<file path="src/rtl/conv4_seq_ctrl.sv">
// Sequential 4x4-point linear convolution: one shared 4x4 multiplier and one
// accumulator, streaming the seven outputs y[0..6] through a valid/ready handshake.
module conv4_seq_ctrl (
    input  logic        clk,
    input  logic        rst_n,
    input  logic        start,
    input  logic [15:0] x_in,
    input  logic [15:0] h_in,
    input  logic        out_ready,
    output logic        busy,
    output logic        y_valid,
    output logic [2:0]  y_idx,
    output logic [9:0]  y_data,
    output logic        done
);

    typedef enum logic [1:0] {IDLE, MAC, EMIT, DONE} state_t;

    state_t      state_q, state_d;
    logic [15:0] x_q, x_d;
    logic [15:0] h_q, h_d;
    logic [2:0]  n_q, n_d;
    logic [1:0]  k_q, k_d;
    logic [9:0]  acc_q, acc_d;

    logic [3:0]  x_smp [4];
    logic [3:0]  h_tap [4];

    generate
        for (genvar gi = 0; gi < 4; gi++) begin : g_unpack
            assign x_smp[gi] = x_q[4*gi +: 4];
            assign h_tap[gi] = h_q[4*gi +: 4];
        end
    endgenerate

    // Within MAC, n-k is always in 0..3, so the low two bits select the tap.
    logic [2:0] tap_sel;
    logic [3:0] mul_a, mul_b;
    logic [7:0] product;
    logic [1:0] k_last;
    logic [2:0] n_next;
    logic [2:0] n_next_m3;
    logic [1:0] k_first_next;

    assign tap_sel      = n_q - {1'b0, k_q};
    assign mul_a        = x_smp[k_q];
    assign mul_b        = h_tap[tap_sel[1:0]];
    assign product      = {4'd0, mul_a} * {4'd0, mul_b};
    assign k_last       = (n_q > 3'd3) ? 2'd3 : n_q[1:0];
    assign n_next       = n_q + 3'd1;
    assign n_next_m3    = n_next - 3'd3;
    assign k_first_next = (n_next > 3'd3) ? n_next_m3[1:0] : 2'd0;

    always_comb begin
        state_d = state_q;
        x_d     = x_q;
        h_d     = h_q;
        n_d     = n_q;
        k_d     = k_q;
        acc_d   = acc_q;
        case (state_q)
            IDLE: begin
                if (start) begin
                    x_d     = x_in;
                    h_d     = h_in;
                    n_d     = 3'd0;
                    k_d     = 2'd0;
                    acc_d   = 10'd0;
                    state_d = MAC;
                end
            end
            MAC: begin
                acc_d = acc_q + {2'b00, product};
                if (k_q == k_last) begin
                    state_d = EMIT;
                end else begin
                    k_d = k_q + 2'd1;
                end
            end
            EMIT: begin
                if (out_ready) begin
                    if (n_q == 3'd6) begin
                        state_d = DONE;
                    end else begin
                        n_d     = n_next;
                        k_d     = k_first_next;
                        acc_d   = 10'd0;
                        state_d = MAC;
                    end
                end
            end
            DONE: begin
                state_d = IDLE;
            end
            default: state_d = IDLE;
        endcase
    end

    always_ff @(posedge clk) begin
        if (!rst_n) begin
            state_q <= IDLE;
            x_q     <= '0;
            h_q     <= '0;
            n_q     <= '0;
            k_q     <= '0;
            acc_q   <= '0;
        end else begin
            state_q <= state_d;
            x_q     <= x_d;
            h_q     <= h_d;
            n_q     <= n_d;
            k_q     <= k_d;
            acc_q   <= acc_d;
        end
    end

    // Result fields read as zero whenever no sample is being offered.
    assign busy    = (state_q != IDLE);
    assign y_valid = (state_q == EMIT);
    assign done    = (state_q == DONE);
    assign y_idx   = y_valid ? n_q   : 3'd0;
    assign y_data  = y_valid ? acc_q : 10'd0;

endmodule
</file>
<file path="config.mk">
export PLATFORM = sky130hd
export DESIGN_NAME = conv4_seq_ctrl
export DESIGN_NICKNAME = d
export VERILOG_FILES = /design/src/rtl/conv4_seq_ctrl.sv
export SDC_FILE = /design/constraint.sdc
export NUM_CORES = 1
export LEC_CHECK = 0
export CORE_UTILIZATION = 52
export CTS_CLUSTER_SIZE = 10
export DETAILED_ROUTE_END_ITERATION = 8
export HOLD_SLACK_MARGIN = 0.06
export PLACE_DENSITY = 0.81
export REMOVE_ABC_BUFFERS = 1
export SYNTH_ARGS = -nofsm -noshare
export SYNTH_HDL_FRONTEND = slang
export SYNTH_SLANG_ARGS = --single-unit
export TNS_END_PERCENT = 1
</file>
<file path="constraint.sdc">
create_clock -name clk -period 8.02 [get_ports clk]
set_input_delay 1.604 -clock clk [delete_from_list [all_inputs] [get_ports clk]]
set_output_delay 1.604 -clock clk [all_outputs]
set_load 0.02 [all_outputs]
</file>
==> flow_summary.yaml, run 1 <==
outcome:
  status: "finished, final reports clean"
finish:
  syn2layout_area_growth_pct: 20.9
  antenna_cells: 0
  drive_above_1_share_pct: 4.26
  final_nets: 469
  fin_area_sq_um: 3690
sta:
  slew_viol_final: 0
  skew_ps: 7.89
  post-route-period-util_pct: 61.6
  fin_crit_ps: 4940
  rsz0062_at_grt: "false"
  fin_setup_tns_ps: 0
  maxClockFrequency_mhz: 202
  worst_slew_pin_slew_ps: 1060
  setup_viol: 0
  hold_violations: 0
  slew_headroom_pct: 28.8
drt:
  drc: 0
  first_pass_iters: 4
  dr.first_iter.drc_count: 92
  avgViaCountPerCell: 5.45
  wl_per_cell_um: 13.6
  vias: 2568
  wl_um: 6400
  ant_nets: 0
power_and_ir_drop:
  leakagePower_nw: 1.55
  ir_drop_mv: 0.115
  powerDensity_nw_per_um2: 189
hold_path:
  hp-class: "flop to flop"
  worstHoldEndpoint: "x_q[7]$_SDFFE_PN0P_"
  holdPathStages: 2
  holdCritStartpoint: "x_q[7]$_SDFFE_PN0P_"
clock_network:
  clk_path_buf_depth: 2
  postCtsHoldBufs: 0
  postCtsSetupRepairBufs: 0
  cts_sinks: 49
  cts_tree: "done"
  htreeDepth: 2
  ctsResizeCount: 0
  cts_root_buf: "clkbuf_8"
  insertion_delay_ps: 310
  clk_pin_slew_ps: 100
  cts_buffers: 5
global_routing:
  grt_antenna_before_repair: 0
  grt_pass1_vias: 2419
  grt-ovfl-total: 0
  grt_max_degree: 47
  grt_pass1_wl_um: 10900
  grt_usage_pct: 22.6
logic_synthesis:
  ys_seq_elements: 49
  yosysMostFrequentCell: "nand2_1"
  ys_types: 42
  synth_area_leaders: "dfxtp_1, ha_1, nand2_1"
  synth_warnings: 0
  synth_top_area_share_pct: 32.1
  ys_seq_area_share_pct: 32.1
  yosysTopAreaCell: "dfxtp_1"
  netlist_top_cells_count: "nand2_1, dfxtp_1, a21oi_1"
  synth-edff-count: 0
  ys.flop_type: "dfxtp_1"
  synth.avg_cell_area_sq_um: 8.53
  syn_area_sq_um: 3050
  synthCells: 358
  async_flop_share_pct: 0
critical_path:
  reg2reg_depth: 15
  r2r-start: "k_q[0]$_SDFFE_PN0P_"
  cp_data_arrival_time_ps: 5090
  cp-end-kind: "flop"
  crit_path_max_fanout: 9
  rrSetupSlack_ps: 3080
  start_kind: "flop"
  path_class: "flop to flop"
  worstPathRequired_ps: 8180
  r2r_end: "acc_q[9]$_SDFFE_PN0P_"
floorplanning:
  core_sq_um: 5570
  initial_core_util_pct: 54.8
  ios: 52
  die_x_um: 78.6
  rows: 27
  die_area_sq_um: 6180
  dieHeight_um: 78.6
placement:
  place_hpwl_um: 4820
  portBuffers: 51
  gp_congestion: 0.880
  dpl_cell_area_sq_um: 3580
job:
  cap_violations: 0
## metrics by stage
step / setup WS [ps] / total power, mW / instances / hold WS, ps / util [%]
after detailed placement: 3050 / 0.520 / 463 / 442 / 64.2
after global placement: 3220 / 0.512 / 463 / 440 / 64.2
final: 3080 / 0.699 / 471 / 456 / 66.2
after CTS: 3050 / 0.701 / 471 / 456 / 66.2
after global routing: 2810 / 0.741 / 471 / 472 / 66.2
after floorplan: 3410 / 0.446 / 340 / 432 / -
## worst max-delay path: stages, from the launching register on
cell and delay [ps]:
dfxtp_1 570, ha_1 310, xnor2_4 100, xnor2_4 250, mux4_2 580, nand2_1 100
fa_1 450, fa_1 520, fa_1 510, inv_1 40, ha_1 340, a21o_1 190
a221oi_1 440, o21ai_0 170, nand4b_1 120, a31oi_1 90
## routing by layer
metal  GRT usage [%]  vias up  wire length (um)
met1            28.5     1213              2840
met5               0        -                 0
met4            5.93        0                89
li1                -     1285                 -
met3            5.12        9               246
met2            38.6       61              3220
## cells by family after synthesis
logic type	Yosys count	share of synthesized area (%)
mux	11	7.42
fa+ha+maj	35	16.6
xor+xnor	10	4.10
flops	49	32.1
simple gates	138	20.4
buf+inv	48	6.19
compound gates	67	13.2
## layout make-up
cell class                      instances  area, sq um
Timing Repair Buffer                   51          510
Inverter                               30          113
Sequential cell                        49          981
Clock buffer                            5         68.8
Multi-Input combinational cell        261         1880
Fill cell                             467         1880
Clock inverter                          3         43.8
Tap cell                               72         90.1
## power by group
group / leakage, nW / internal, mW / switching (mW) / total (mW)
sequential: 0.400 / 0.271 / 0.0178 / 0.289
combinational: 1.09 / 0.0906 / 0.137 / 0.227
clock: 0.0585 / 0.0936 / 0.0887 / 0.182
## registers in the layout, indices dropped and copies added (netlist names)
signal,flops
k_q,2
h_q,16
acc_q,10
state_q,2
x_q,16
n_q,3
## cells in the final DEF (no fill, tap or decap), drive strengths merged, types with 4 or more instances in the layout
cell type      synthesis  routed
nand2                 80      80
clkdlybuf4s50          0      51
dfxtp                 49      49
a21oi                 43      43
inv                   29      30
ha                    26      26
and2                  20      20
nand3                 14      14
nor2                  13      13
fa                     9       9
mux4                   8       8
xnor2                  7       7
clkbuf                14       5
o32ai                  4       4
## worst max-delay path by stage
stage / cells past startpoint / from / slack, ps / endpoint
after floorplan: 15 / k_q[0]$_SDFFE_PN0P_ / 3410 / acc_q[9]$_SDFFE_PN0P_
after global placement: 15 / k_q[0]$_SDFFE_PN0P_ / 3220 / acc_q[9]$_SDFFE_PN0P_
after detailed placement: 15 / k_q[0]$_SDFFE_PN0P_ / 3050 / acc_q[9]$_SDFFE_PN0P_
after CTS: 15 / k_q[0]$_SDFFE_PN0P_ / 3050 / acc_q[9]$_SDFFE_PN0P_
after global routing: 15 / k_q[0]$_SDFFE_PN0P_ / 2810 / acc_q[9]$_SDFFE_PN0P_
final: 15 / k_q[0]$_SDFFE_PN0P_ / 3080 / acc_q[9]$_SDFFE_PN0P_
Power figures use the tool's default switching activity.
==> run 2: changes to the inputs <==
==> constraint.sdc (replaced) <==
create_clock -name clk -period 4.7 [get_ports clk]
set_input_delay 0.94 -clock clk [delete_from_list [all_inputs] [get_ports clk]]
set_output_delay 0.94 -clock clk [all_outputs]
set_load 0.02 [all_outputs]
==> run 2 against run 1 <==
Effect of this change:
- power is 73% higher
- sequential share of layout area is 0.76 points lower
- cell count is 0.85% higher
==> flow_summary.yaml, run 2 (synthesis results as in run 1) <==
outcome:
  status: "finished, final reports clean"
floorplanning:
  die_area_sq_um: 6180
  rows: 27
  die_x_um: 78.6
  dieHeight_um: 78.6
  ios: 52
  core_sq_um: 5570
  initial_core_util_pct: 54.8
global_routing:
  grt_pass1_wl_um: 10800
  grt_max_degree: 47
  grt_antenna_before_repair: 0
  grt_pass1_vias: 2418
  grt-ovfl-total: 0
  grt_usage_pct: 22.3
clock_network:
  clk_path_buf_depth: 2
  clk_pin_slew_ps: 90
  htreeDepth: 2
  insertion_delay_ps: 300
  cts_buffers: 5
  cts_root_buf: "clkbuf_8"
  cts_sinks: 49
  cts_tree: "done"
  postCtsSetupRepairBufs: 0
drt:
  ant_nets: 0
  wl_um: 6680
  vias: 2579
  first_pass_iters: 4
  avgViaCountPerCell: 5.43
  dr.first_iter.drc_count: 81
  drc: 0
  wl_per_cell_um: 14.1
sta:
  fin_setup_tns_ps: 0
  fin_crit_ps: 4480
  post-route-period-util_pct: 95.4
  rsz0062_at_grt: "false"
  setup_viol: 0
  maxClockFrequency_mhz: 223
  slew_headroom_pct: 28.2
  hold_violations: 0
  whs_ps: 454
  skew_ps: 2.89
  slew_viol_final: 0
  worst_slew_pin_slew_ps: 1080
finish:
  nFillCells: 460
  drive_above_1_share_pct: 7.20
  fin_area_sq_um: 3800
  final_nets: 473
  most-common-layout-cells: "nand2_1, clkdlybuf4s50_1, dfxtp_1"
  top_regs: "h_q x16, x_q x16, acc_q x10"
  antenna_cells: 0
  syn2layout_area_growth_pct: 24.4
  final_common_cell: "nand2_1"
  layoutNonFillerInstCount: 475
  post-route-util_pct: 68.1
hold_path:
  hp-class: "flop to flop"
  holdPathStages: 2
  worstHoldEndpoint: "x_q[7]$_SDFFE_PN0P_"
  holdCritStartpoint: "x_q[7]$_SDFFE_PN0P_"
placement:
  portBuffers: 51
  dp.cells: 467
  gp_congestion: 0.876
  place_hpwl_um: 4840
  dpl_cell_area_sq_um: 3610
critical_path:
  start_kind: "flop"
  rrSetupSlack_ps: 220
  r2r_end: "acc_q[7]$_SDFFE_PN0P_"
  worstPathRequired_ps: 4930
  r2r-start: "n_q[0]$_SDFFE_PN0P_"
  reg2reg_depth: 16
  crit_path_max_fanout: 4
  path_class: "flop to flop"
  cp-end-kind: "flop"
  cp_data_arrival_time_ps: 4720
  crit_start: "n_q[0]$_SDFFE_PN0P_"
power_and_ir_drop:
  ir_drop_mv: 0.168
  powerDensity_nw_per_um2: 319
  leakagePower_nw: 1.56
job:
  cap_violations: 0
## run 2: final cells by class
type	count	area, sq um	share of cell area (%)
well taps	72	90.1	2.37
multi-input cells	261	1950	51.4
clock buffers	6	82.6	2.17
clock inverters	2	37.5	0.988
inverters	30	113	2.96
repair buffers	55	541	14.2
flip-flops and latches	49	981	25.8
## run 2: metal layers
layer  global-route usage, %  vias up  share of wire, %
met4                    7.96        0               1.9
met1                    28.0     1201                45
met5                       0        -                 0
met2                    38.0       75                49
met3                    4.07       13               4.1
li1                        -     1290                 -
## run 2: worst max path at each step
stage / endpoint / depth (start not counted)
floorplan: acc_q[9]$_SDFFE_PN0P_ / 15
global placement: acc_q[9]$_SDFFE_PN0P_ / 16
detailed placement: acc_q[9]$_SDFFE_PN0P_ / 16
CTS: acc_q[7]$_SDFFE_PN0P_ / 16
global route: acc_q[7]$_SDFFE_PN0P_ / 16
finish: acc_q[7]$_SDFFE_PN0P_ / 16
## run 2: report_power, final
part	switching [mW]	internal, mW
clock	0.144	0.173
sequential	0.0258	0.463
combinational	0.244	0.163
## run 2: critical path, stage by stage (launching register included)
cell      delay [ps]
dfxtp_1          350
inv_1             60
ha_2             200
xnor2_4          150
xnor2_4          260
mux4_2           590
nand2_2          120
fa_1             450
fa_1             510
fa_1             510
inv_1             60
ha_4             250
a21o_1           190
a221oi_4         270
xnor2_1          160
nand3_1          100
a21oi_1          160
## run 2: through the flow
step	worst slack, ps	power, mW
floorplan	93.1	0.761
global placement	90.5	0.881
detailed placement	-4.35	0.891
CTS	76.6	1.20
global route	41.8	1.28
finish	216	1.21
## run 2: timing repair
action,4_1_cts,5_1_grt
pin swaps,0,5
resized for setup,1,8
setup endpoints to repair,2,4
hold buffers,0,0
==> run 3: changes to the inputs <==
--- a/config.mk
+++ b/config.mk
@@ -6,10 +6,13 @@
 export NUM_CORES = 1
 export LEC_CHECK = 0
 export CORE_UTILIZATION = 52
+export CTS_CLUSTER_DIAMETER = 150
 export CTS_CLUSTER_SIZE = 10
 export DETAILED_ROUTE_END_ITERATION = 8
+export DONT_BUFFER_PORTS = 1
+export GPL_ROUTABILITY_DRIVEN = 0
 export HOLD_SLACK_MARGIN = 0.06
-export PLACE_DENSITY = 0.81
+export PLACE_DENSITY = 0.69
 export REMOVE_ABC_BUFFERS = 1
 export SYNTH_ARGS = -nofsm -noshare
 export SYNTH_HDL_FRONTEND = slang
==> run 3 against run 2 <==
Effect of this change:
- combinational power shrank 12%
- count of clock-buffer cells in the layout did not move
- utilization decreased by 9.5 points
- die area unchanged
- non-clock buffer count is 50 lower
==> flow_summary.yaml, run 3 (synthesis results as in run 1) <==
clock_network:
  cts_root_buf: "clkbuf_8"
  insertion_delay_ps: 310
  clk_path_buf_depth: 2
  htreeDepth: 2
  cts_tree: "done"
  clk_pin_slew_ps: 90
  cts_buffers: 5
  cts_sinks: 49
  postCtsHoldBufs: 0
drt:
  dr.first_iter.drc_count: 107
  ant_nets: 0
  routed-wl-met3_um: 265
  drt-met1-wl_um: 2900
  wl_per_cell_um: 14.7
  drc: 0
  first_pass_iters: 4
  avgViaCountPerCell: 5.43
  dr.max_layer_used: "met4"
  wl_met2_um: 3030
  wl_um: 6260
  vias: 2306
global_routing:
  grt-ovfl-total: 0
  grt_pass1_wl_um: 10400
  grt_usage_pct: 21.7
  grt_pass1_vias: 2235
  grt_antenna_before_repair: 0
  grt_max_degree: 47
critical_path:
  path_class: "flop to flop"
  crit_buf_inv: 3
  cp-end-kind: "flop"
  path_delay_family: "adder cells"
  start_kind: "flop"
  max_stage_delay_ps: 570
  worstPathRequired_ps: 4940
  rrSetupSlack_ps: 270
  cp_data_arrival_time_ps: 4670
  critPathSlowestCell: "mux4_2"
  cp_cell_sequence: "inv_1 -> ha_1 -> xnor2_4 -> xnor2_4 -> mux4_2 -> and2_1 -> fa_1 -> ha_1 -> inv_1 -> fa_1 -> inv_1 -> ha_4 -> and3_1 -> a221oi_4 -> xnor2_1 -> nand3_1 -> a21oi_2"
  crit_path_max_fanout: 4
  cpMostUsedCell: "inv_1"
floorplanning:
  rows: 27
  dieHeight_um: 78.6
  ios: 52
  die_area_sq_um: 6180
  core_sq_um: 5570
  initial_core_util_pct: 54.8
  die_x_um: 78.6
finish:
  final_nets: 423
  most-common-layout-cells: "nand2_1, dfxtp_1, a21oi_1"
  top_regs: "h_q x16, x_q x16, acc_q x10"
  nFillCells: 514
  antenna_cells: 0
  fin_area_sq_um: 3270
  post-route-util_pct: 58.7
  final_common_cell: "nand2_1"
  drive_above_1_share_pct: 7.93
  syn2layout_area_growth_pct: 7.09
  layoutNonFillerInstCount: 425
placement:
  portBuffers: 0
  dp.cells: 416
  place_hpwl_um: 4660
  dpl_cell_area_sq_um: 3100
sta:
  setup_viol: 0
  slew_viol_final: 0
  fin_crit_ps: 4430
  fin_setup_tns_ps: 0
  post-route-period-util_pct: 94.3
  maxClockFrequency_mhz: 226
  hold_violations: 0
  slew_headroom_pct: 31.3
  rsz0062_at_grt: "false"
  worst_slew_pin_slew_ps: 1030
  skew_ps: 4.25
power_and_ir_drop:
  powerDensity_nw_per_um2: 342
  power_mw: 1.12
  ir_drop_mv: 0.186
  leakagePower_nw: 1.37
job:
  cap_violations: 0
outcome:
  status: "finished, final reports clean"
hold_path:
  hp-class: "flop to flop"
==> run 3: cell count changes in the layout (fill, tap and decap cells not counted), sizes merged <==
cell | before | now
buf | 4 | 5
bufinv | 1 | 0
clkdlybuf4s50 | 51 | 0
clkinv | 1 | 2
clkinvlp | 1 | 0
inv | 29 | 30
==> run 3: path summary, 6_finish.rpt <==
kind	startpoint	endpoint	cells past startpoint
max	n_q[0]$_SDFFE_PN0P_	acc_q[7]$_SDFFE_PN0P_	17
min	x_q[5]$_SDFFE_PN0P_	x_q[5]$_SDFFE_PN0P_	2
min reg2reg	x_q[5]$_SDFFE_PN0P_	x_q[5]$_SDFFE_PN0P_	2
max reg2reg	n_q[0]$_SDFFE_PN0P_	acc_q[7]$_SDFFE_PN0P_	17
==> run 3: power breakdown <==
group | switching, mW | total (mW) | internal [mW]
sequential | 0.0257 | 0.488 | 0.463
clock | 0.150 | 0.272 | 0.122
combinational | 0.233 | 0.359 | 0.126
==> run 3: layout make-up <==
cell class                 count  area (sq um)  share of cell area, %
multi-input combinational    261          1950                   59.6
sequential                    49           981                   30.0
inverter                      30           113                   3.44
tap                           72          90.1                   2.76
clock buffer                   6          82.6                   2.53
timing repair buffer           5          37.5                   1.15
clock inverter                 2          17.5                  0.536
==> run 3: per-layer routing <==
metal	vias to the layer above	track usage, %
li1	1187	-
met5	-	0
met2	45	37.0
met4	0	6.67
met3	5	4.30
met1	1069	27.6
==> run 3: worst min-delay path, stage by stage, from the launching register on <==
cell and delay (ps):
dfxtp_1 310, nand2_1 50, a21oi_1 50
==> run 3: repair_timing <==
action	in CTS	in global routing
setup buffers	0	1
gates cloned	0	0
setup endpoints to repair	2	3
pin swaps	0	4
gates resized for setup	1	6
==> run 3: through the flow <==
| step | setup slack (ps) | hold slack, ps |
|---|---|---|
| after floorplan | 93.1 | 432 |
| after global placement | 70.4 | 440 |
| after detailed placement | 13.0 | 443 |
| after CTS | 89.1 | 456 |
| after global routing | 40.3 | 477 |
| final | 270 | 455 |
